`src/rtl/tx_arbiter.sv`:
```
// Round-robin byte arbiter: merges N_REQ byte streams into one downstream FIFO,
// holding each grant until end of message, burst cap, or stall timeout.
module tx_arbiter #(
    parameter int N_REQ        = 3,
    parameter int MAX_BURST    = 16,
    parameter int HOLD_TIMEOUT = 64
) (
    input  logic                 clk,
    input  logic                 reset,
    input  logic [N_REQ-1:0]     req_valid,
    input  logic [8*N_REQ-1:0]   req_data,
    input  logic [N_REQ-1:0]     req_last,
    output logic [N_REQ-1:0]     req_ready,
    input  logic                 full,
    output logic                 wr_en,
    output logic [7:0]           dout,
    output logic [1:0]           grant_id,
    output logic                 busy
);

    // Two-bit one-hot-style encoding so the illegal codes have a recovery path.
    typedef enum logic [1:0] {
        ST_ARB  = 2'b01,
        ST_XFER = 2'b10
    } state_t;

    localparam logic [7:0] MAX8  = 8'(MAX_BURST);
    localparam logic [7:0] HOLD8 = 8'(HOLD_TIMEOUT);
    localparam logic [2:0] NREQ3 = 3'(N_REQ);
    localparam logic [1:0] LAST_IDX = 2'(N_REQ - 1);

    state_t     r_state, w_state_next;
    logic [1:0] r_grant, w_grant_next;
    logic [1:0] r_rr_ptr, w_rr_next;
    logic [7:0] r_burst, w_burst_next;
    logic [7:0] r_idle, w_idle_next;

    logic [1:0] w_cand [N_REQ];
    logic       w_found;
    logic [1:0] w_pick;
    logic [7:0] w_gdata;
    logic       w_gvalid;
    logic       w_glast;
    logic [1:0] w_next_ptr;
    logic [7:0] w_burst_inc;

    // Candidate i is the requester i positions after rr_ptr, wrapped modulo N_REQ.
    generate
        for (genvar gi = 0; gi < N_REQ; gi++) begin : g_cand
            logic [2:0] w_sum;
            assign w_sum       = {1'b0, r_rr_ptr} + 3'(gi);
            assign w_cand[gi]  = (w_sum >= NREQ3) ? 2'(w_sum - NREQ3) : w_sum[1:0];
        end
    endgenerate

    always_comb begin
        w_found = 1'b0;
        w_pick  = r_rr_ptr;
        for (int i = N_REQ - 1; i >= 0; i--) begin
            if (req_valid[w_cand[i]]) begin
                w_found = 1'b1;
                w_pick  = w_cand[i];
            end
        end
    end

    assign w_gdata     = req_data[{r_grant, 3'b000} +: 8];
    assign w_gvalid    = req_valid[r_grant];
    assign w_glast     = req_last[r_grant];
    assign w_next_ptr  = (r_grant >= LAST_IDX) ? 2'd0 : r_grant + 2'd1;
    assign w_burst_inc = r_burst + 8'd1;

    always_comb begin
        w_state_next = r_state;
        w_grant_next = r_grant;
        w_rr_next    = r_rr_ptr;
        w_burst_next = r_burst;
        w_idle_next  = r_idle;
        req_ready    = '0;
        wr_en        = 1'b0;
        dout         = 8'h00;

        case (r_state)
            ST_ARB: begin
                if (w_found) begin
                    w_grant_next = w_pick;
                    w_burst_next = 8'd0;
                    w_idle_next  = 8'd0;
                    w_state_next = ST_XFER;
                end
            end
            ST_XFER: begin
                if (r_idle >= HOLD8) begin
                    // Stalled grant revoked: no handshake is offered this cycle.
                    w_state_next = ST_ARB;
                    w_rr_next    = w_next_ptr;
                end else begin
                    req_ready[r_grant] = ~full;
                    if (w_gvalid && !full) begin
                        wr_en        = 1'b1;
                        dout         = w_gdata;
                        w_burst_next = w_burst_inc;
                        w_idle_next  = 8'd0;
                        if (w_glast || (w_burst_inc == MAX8)) begin
                            w_state_next = ST_ARB;
                            w_rr_next    = w_next_ptr;
                        end
                    end else begin
                        w_idle_next = r_idle + 8'd1;
                    end
                end
            end
            default: begin
                w_state_next = ST_ARB;
            end
        endcase

        // Reset is synchronous for state, but outputs must already be quiet in the reset cycle.
        if (reset) begin
            req_ready = '0;
            wr_en     = 1'b0;
            dout      = 8'h00;
        end
    end

    assign busy     = (r_state == ST_XFER) && !reset;
    assign grant_id = reset ? 2'd0 : r_grant;

    always_ff @(posedge clk) begin
        if (reset) begin
            r_state  <= ST_ARB;
            r_rr_ptr <= 2'd0;
            r_grant  <= 2'd0;
            r_burst  <= 8'd0;
            r_idle   <= 8'd0;
        end else begin
            r_state  <= w_state_next;
            r_rr_ptr <= w_rr_next;
            r_grant  <= w_grant_next;
            r_burst  <= w_burst_next;
            r_idle   <= w_idle_next;
        end
    end

endmodule

```
`config.mk`:
```
export PLATFORM = sky130hd
export DESIGN_NAME = tx_arbiter
export DESIGN_NICKNAME = d
export VERILOG_FILES = /design/src/rtl/tx_arbiter.sv
export SDC_FILE = /design/constraint.sdc
export NUM_CORES = 1
export LEC_CHECK = 0
export CAP_MARGIN = 25
export CORE_ASPECT_RATIO = 0.5
export CORE_UTILIZATION = 47
export DETAILED_ROUTE_END_ITERATION = 6
export PLACE_DENSITY = 0.8
export SYNTH_ARGS = -nofsm -noshare
export SYNTH_HDL_FRONTEND = slang
export SYNTH_SLANG_ARGS = --single-unit
```
`constraint.sdc`:
```
create_clock -name clk -period 2.61 [get_ports clk]
set_clock_uncertainty 0.1 [all_clocks]
set_input_delay 0.261 -clock clk [delete_from_list [all_inputs] [get_ports clk]]
set_output_delay 0.261 -clock clk [all_outputs]
set_load 0.05 [all_outputs]
```
==> flow_metrics.tcl <==
set metrics [dict create \
    grt_pass1_wl_microns 6700 \
    holdBufCountCts 0 \
    path_cells "inv_1 > ha_1 > nor4_1 > nor4bb_1 > a21boi_1 > buf_4 > or3_1 > a21oi_1" \
    track_usage 0.234 \
    synth_seq_area_share 0.285 \
    rows 14 \
    synth_cell_types 46 \
    cpMaxStageDelayCell "ha_1" \
    ys_async_sr_fraction 0 \
    grt_max_degree 23 \
    ys_warn_count 0 \
    rsz0062_at_grt "no" \
    final.min_clock_period_ps 2410 \
    fmax_ghz 0.414 \
    vdd_ir_drop_max_uv 306 \
    finalSetupTns_ps 0 \
    hpwl_microns 3160 \
    chipHeight_microns 42.6 \
    outcome "complete, no violations" \
    power_per_cell_area_nw_per_um2 408 \
    ant_nets 0 \
    root_buffer "clkbuf_8" \
    drv_slew 0 \
    clockBufferDepth 2 \
    hold_class "reg -> reg" \
    tightestPinTransition_ps 400 \
    cts_setup_buffers 0 \
    vias_per_cell 5.64 \
    cap_violations 0 \
    clkSinkCount 22 \
    cp-start-kind "register" \
    num_io_pins 48 \
    antenna_cells 0 \
    cts_buffers 3 \
    final_common_cell "clkdlybuf4s50_1" \
    finalNetCount 293 \
    critPathMaxStageDelay_ps 470 \
    coreArea_sq_um 3070 \
    die_area_sq_um 3540 \
    drc 0 \
    antenna_found_initial 0 \
    yosys-top-cells-area "dfxtp_1 (28%), mux2i_1 (7.8%), a21oi_1 (7.4%)" \
    drt_wl_total_microns 4050 \
    cts-resized-gates 0 \
    vias 1665 \
    p_leak_uw 0.000830 \
    ys_ff_latch 22 \
    synth_top_area_frac 0.285 \
    synthCells 211 \
    avgSynthCellArea_sq_um 7.33 \
    place_inst 291 \
    critPathKind "reg -> reg" \
    syn_area_sq_um 1550 \
    syn_to_final_growth_pct 44.9 \
    grt_overflow 0 \
    cts_tree "yes" \
    routedWlPerCell_microns 13.7 \
    fin_total_pwr_uw 915 \
    clock_latency_ps 260 \
    gp_congestion 0.864 \
    layout_common_cells "clkdlybuf4s50_1 (32), nor2_1 (28), a21oi_1 (23), dfxtp_1 (22), nand2_1 (15)" \
    endpoint_kind "register" \
    finalCritPeriodShare 0.925 \
    die_x_microns 83.1 \
    layout-drive-gt1-share 0.125 \
    slew_headroom 0.730 \
    start_util 0.504 \
    final-hold-violation-count 0 \
    synth_edf_count 0 \
    drt_first_iter_violations 86 \
    path_max_fanout 10 \
    fin_cells 295 \
    holdWs_ps 341 \
    setup_violations 0 \
    ys.flop_type "dfxtp_1" \
    h-tree-depth 1 \
    drtPass1Iterations 5 \
    clkTransAtPathRegs_ps 80 \
    grt_pass1_vias 1516 \
    portBuffers 47 \
    fin_util 0.731 \
    crit_required_ps 2710 \
    critPathArrivalTime_ps 2510 \
    synthesis.nets 248 \
    yosys.area.top_type "dfxtp_1" \
]
[where the power goes]
group	switching, uW	internal [uW]
clock	114	205
combinational	122	115
sequential	12.6	347
total	249	666
[metrics by stage]
| stage | worst slack (ps) | area (sq um) |
|---|---|---|
| CTS | 65.5 | 2230 |
| global route | 11.8 | 2240 |
| floorplan | 64.3 | 1550 |
| finish | 195 | 2240 |
| detailed placement | 244 | 2160 |
| global placement | 295 | 2160 |
[layer usage]
layer	global-route usage	vias to the layer above	routed length, microns
li1	-	843	-
met1	0.278	762	1820
met2	0.438	58	1990
met3	0.0551	2	219
met4	0.0483	0	12
met5	0	-	0
[cell usage after synthesis, types with 2 or more instances]
master	instances
a311o_1	2
buf_2	4
clkbuf_1	7
or4_1	3
o21ai_0	8
nor2_1	30
o41ai_1	3
a22oi_1	4
or3_1	7
inv_1	14
and3_1	2
nand2b_1	3
a311oi_1	3
dfxtp_1	22
nand3_1	10
ha_1	4
a21oi_1	23
nor2b_1	6
o211ai_1	2
nand2_1	15
nor3_1	3
mux2i_1	12
[path summary, 6_finish.rpt]
check / startpoint / end / slack [ps] / depth (start not counted)
setup / recovery: r_rr_ptr[0] / r_idle[3] / 200 / 8
hold reg to reg: r_idle[7] / r_idle[7] / 340 / 2
setup reg to reg: r_rr_ptr[0] / r_idle[3] / 200 / 8
hold / removal: r_idle[7] / r_idle[7] / 340 / 2
[kinds of logic (layout without fill, tap and decap cells)]
logic type | Yosys count | in the layout | share of synthesized area
simple gates | 84 | 84 | 0.262
xor+xnor | 1 | 1 | 0.00566
fa+ha+maj | 5 | 5 | 0.0388
flops | 22 | 22 | 0.285
compound gates | 58 | 58 | 0.244
buf+inv | 28 | 72 | 0.0793
mux | 13 | 13 | 0.0850
[flip-flops by register name (all words and copies together), names as in the netlist]
signal and cells:
r_rr_ptr 2, r_state 2, r_grant 2, r_idle 8
r_burst 8
[area by class of cell]
class	count	area, sq um
fillers	238	825
well taps	40	50.0
clock inverters	1	30.0
clock buffers	3	41.3
flip-flops and latches	22	440
repair buffers	54	636
inverters	14	52.6
multi-input cells	161	991
[worst max-delay path, delay by kind of cell, from the launching register on]
kind | cells | cell delay (ps)
and+or+nand+nor | 3 | 830
adders and majority gates | 1 | 470
DFF | 1 | 340
AOI/OAI and AO/OA | 2 | 340
buffers and inverters | 2 | 260
No activity file was read; power rests on OpenSTA's default activity.
==> RTL edit 1 (config.mk and constraints unchanged) <==
Change the parameter `N_REQ` from 3 to 6.
--- a/src/rtl/tx_arbiter.sv
+++ b/src/rtl/tx_arbiter.sv
@@ -2,5 +2,5 @@
 // holding each grant until end of message, burst cap, or stall timeout.
 module tx_arbiter #(
-    parameter int N_REQ        = 3,
+    parameter int N_REQ        = 6,
     parameter int MAX_BURST    = 16,
     parameter int HOLD_TIMEOUT = 64
Ports: changed (resized req_data, req_last, req_ready and req_valid); port bits go from 48 to 81. No check against the original RTL was run, so the function may have changed too.
==> RTL edit 1 against the original RTL <==
Final area up 20%; power up 9.3%; sequential share of layout area fell by 3.3 points; area after synthesis is 18% higher; sequential cell count is the same; global-route usage rose by 0.80 points; wire length is 23% higher; largest cell class unchanged; worst setup slack better by 8.8 ps; die area up 17%; highest routed layer unchanged; worst hold slack better by 86 ps; count of clock-buffer cells in the layout unchanged.
==> RTL edit 1: results (changes against the original RTL) <==
\begin{tabular}{lr}
\hline
Metric & Value \\
\hline
\multicolumn{2}{l}{\textbf{Outcome}} \\
\quad Status & complete, no violations (unchanged) \\
\multicolumn{2}{l}{\textbf{Global route}} \\
\quad Met2 routing resource usage after global routing & 46.3\% (was 43.8\%) \\
\quad Global routing usage on met1 & 27.5\% (was 27.8\%) \\
\quad Total global routing track utilization & 24.2\% (was 23.4\%) \\
\multicolumn{2}{l}{\textbf{Synth}} \\
\quad Cell with the most instances after synthesis & dfxtp\_1 (was nor2\_1) \\
\quad Synth area leaders & dfxtp\_1, mux4\_2, ha\_1, nand2\_1, nor2\_1 (was dfxtp\_1, mux2i\_1, a21oi\_1, nor2\_1, nand2\_1) \\
\quad Commonest cells in the synthesized netlist & dfxtp\_1, nand2\_1, nor2\_1 (was nor2\_1, a21oi\_1, dfxtp\_1) \\
\quad Combined area of all synthesized cells & 0.00183 mm2 (was 0.00155 mm2) \\
\quad Count of unique library cells instantiated by Yosys & 54 (was 46) \\
\multicolumn{2}{l}{\textbf{Critical path}} \\
\quad Arr. time, crit path & 2050 ps (was 2510 ps) \\
\quad RR Endpoint & r\_burst[2] (was r\_idle[3]) \\
\quad Critical path capture point & dout[3] (was r\_idle[3]) \\
\quad Longest individual stage delay on the worst path & 500 ps (was 470 ps) \\
\quad Maximum fanout count along the critical path & 11 (was 10) \\
\multicolumn{2}{l}{\textbf{Placed design}} \\
\quad Number of buffers inserted by port buffering & 58 (was 47) \\
\quad Placed cell count & 312 (was 291) \\
\quad HPWL after DPL & 3930 um (was 3160 um) \\
\multicolumn{2}{l}{\textbf{Finish}} \\
\quad Final clock-cell share & 2.64\% (was 3.18\%) \\
\quad Bufs w/o clock & 71 (was 54) \\
\quad Layout cell share with drive strength beyond 1 & 20.0\% (was 12.5\%) \\
\multicolumn{2}{l}{\textbf{Timing}} \\
\quad Hold slack final & 427 ps (was 341 ps) \\
\quad Final critical-path setup slack & 204 ps (was 195 ps) \\
\multicolumn{2}{l}{\textbf{Routing}} \\
\quad Routed Wire Length & 4960 um (was 4050 um) \\
\quad Average wire per cell in the routed design & 15.7 um (was 13.7 um) \\
\multicolumn{2}{l}{\textbf{Pwr}} \\
\quad Power after layout & 1.00 mW (was 0.915 mW) \\
\quad Part of the power in the clock network & 32.4\% (was 34.9\%) \\
\quad Areal power density over the cells & 371 mW/mm2 (was 408 mW/mm2) \\
\hline
\end{tabular}
[RTL edit 1: cell count changes in the layout (fill, tap and decap cells not counted), moves of 6 or more]
cell	unedited run	this run
a21oi_1	23	4
clkdlybuf4s50_1	32	43
mux4_2	0	11
a31oi_1	0	9
nor2_1	28	20
inv_1	14	7
nand3_1	10	4
or3_1	7	1
[RTL edit 1: layer usage]
metal	wire, um	share of wire (%)
met4	97	2.0
met5	0	0
met1	2020	41
met2	2630	53
met3	220	4.4
[RTL edit 1: logic make-up (layout without fill, tap and decap cells)]
logic type | Yosys count | after routing | share of synthesized area (%)
AND/OR/NAND/NOR | 88 | 88 | 27.1
AO/OA/AOI/OAI | 39 | 39 | 16.9
flip-flops | 22 | 22 | 24.1
buffers and inverters | 21 | 83 | 6.16
multiplexers | 18 | 18 | 17.4
adder cells (fa/ha/maj) | 9 | 9 | 6.16
XOR/XNOR | 4 | 4 | 1.92
other | 1 | 2 | 0.205
==> RTL edit 2 (config.mk and constraints unchanged) <==
Without the edit above. Make the reset (`reset`) asynchronous in one clocked block.
--- a/src/rtl/tx_arbiter.sv
+++ b/src/rtl/tx_arbiter.sv
@@ -127,5 +127,5 @@
     assign grant_id = reset ? 2'd0 : r_grant;
 
-    always_ff @(posedge clk) begin
+    always_ff @(posedge clk or posedge reset) begin
         if (reset) begin
             r_state  <= ST_ARB;
Function: no difference found for any inputs over 10 cycles, from zero or initial values and one cycle with reset high; that may be too few to reach the edited logic, so the function may still have changed.
==> RTL edit 2 against the original RTL <==
Wire length increased by 21%; critical endpoint is now dout[7]; via count up 7.0%; largest cell class unchanged; final area increased by 12%; area after synthesis up 12%; sequential cell count unchanged; worst hold slack improved by 97 ps; count of clock-buffer cells in the layout is the same; sequential share of layout area rose by 2.4 points; worst setup slack worse by 48 ps.
Power is not compared: it rests on default switching activity, and its combinational part moved more than twofold at a synthesized area within 25%.
==> RTL edit 2: results (changes against the original RTL) <==
\begin{tabular}{lr}
\hline
Metric & Value \\
\hline
\multicolumn{2}{l}{\textbf{Outcome}} \\
\quad Status & complete, no violations (unchanged) \\
\multicolumn{2}{l}{\textbf{Synth}} \\
\quad Commonest cells in the synthesized netlist & nor2\_1, dfrtp\_1, nand2\_1 (was nor2\_1, a21oi\_1, dfxtp\_1) \\
\quad Adder-cell area share of the yosys netlist & 2.89\% (was 3.88\%) \\
\quad Compound-gate portion of the synthesized area & 21.8\% (was 24.4\%) \\
\quad Count of unique library cells instantiated by Yosys & 54 (was 46) \\
\quad Proportion of synthesized chip area in sequential cells & 31.9\% (was 28.5\%) \\
\quad Async S/R FF share, synth & 100\% (was 0\%) \\
\quad Synth area leaders & dfrtp\_1, mux2i\_1, nor2\_1, nor3\_1, nand2\_1 (was dfxtp\_1, mux2i\_1, a21oi\_1, nor2\_1, nand2\_1) \\
\quad Synth Area in XOR/XNOR & 1.01\% (was 0.566\%) \\
\multicolumn{2}{l}{\textbf{Global route}} \\
\quad Total global routing track utilization & 25.3\% (was 23.4\%) \\
\quad Number of global-route vias before repair & 1,639 (was 1,516) \\
\quad Global routing usage on met1 & 31.4\% (was 27.8\%) \\
\quad Met3 routing resource usage after global routing & 4.39\% (was 5.51\%) \\
\multicolumn{2}{l}{\textbf{Worst hold path}} \\
\quad Endpoint with the worst hold slack & r\_idle[2] (was r\_idle[7]) \\
\multicolumn{2}{l}{\textbf{Finish}} \\
\quad Bufs w/o clock & 63 (was 54) \\
\quad Final layout net count & 300 (was 293) \\
\quad Final standard cell utilization of the core & 72.1\% (was 73.1\%) \\
\quad Layout cell share with drive strength beyond 1 & 19.1\% (was 12.5\%) \\
\quad Logic inverters & 5 (was 14) \\
\quad Count of flip-flops and latches & 22 (unchanged) \\
\quad Final clock-cell share & 2.85\% (was 3.18\%) \\
\quad Combined flip-flop and latch cell area & 553 um2 (was 440 um2) \\
\multicolumn{2}{l}{\textbf{Placed design}} \\
\quad Instance area after placement & 0.00242 mm2 (was 0.00216 mm2) \\
\quad Placed cell count & 309 (was 291) \\
\multicolumn{2}{l}{\textbf{Routing}} \\
\quad Wire length on met2 & 2350 um (was 1990 um) \\
\multicolumn{2}{l}{\textbf{Timing}} \\
\quad Hold slack final & 438 ps (was 341 ps) \\
\multicolumn{2}{l}{\textbf{Critical path}} \\
\quad R2R Setup Slk & 250 ps (was 200 ps) \\
\quad RR Endpoint & r\_burst[5] (was r\_idle[3]) \\
\quad Worst R2R Start & r\_rr\_ptr[0] (unchanged) \\
\quad Slowest-stage cell, CP & dfrtp\_2 (was ha\_1) \\
\hline
\end{tabular}
-- RTL edit 2: worst max path at each step --
stage / startpoint / end / slack, ps / depth (start not counted)
6_report: r_grant[0] / dout[7] / 150 / 5
5_1_grt: r_grant[0] / dout[7] / 70 / 5
4_1_cts: r_grant[0] / dout[7] / 30 / 5
3_5_place_dp: req_valid[1] / dout[7] / 110 / 6
3_3_place_gp: req_valid[1] / dout[3] / 210 / 6
2_1_floorplan: r_grant[0] / dout[0] / -240 / 6
-- RTL edit 2: cells by family (layout without fill, tap and decap cells) --
| logic type | Yosys count | count (layout) |
|---|---|---|
| and+or+nand+nor | 101 | 101 |
| AOI/OAI and AO/OA | 49 | 49 |
| adders and majority gates | 4 | 4 |
| buffers and inverters | 19 | 72 |
| xor gates and xnor gates | 2 | 2 |
| muxes | 12 | 12 |
| DFF | 22 | 22 |
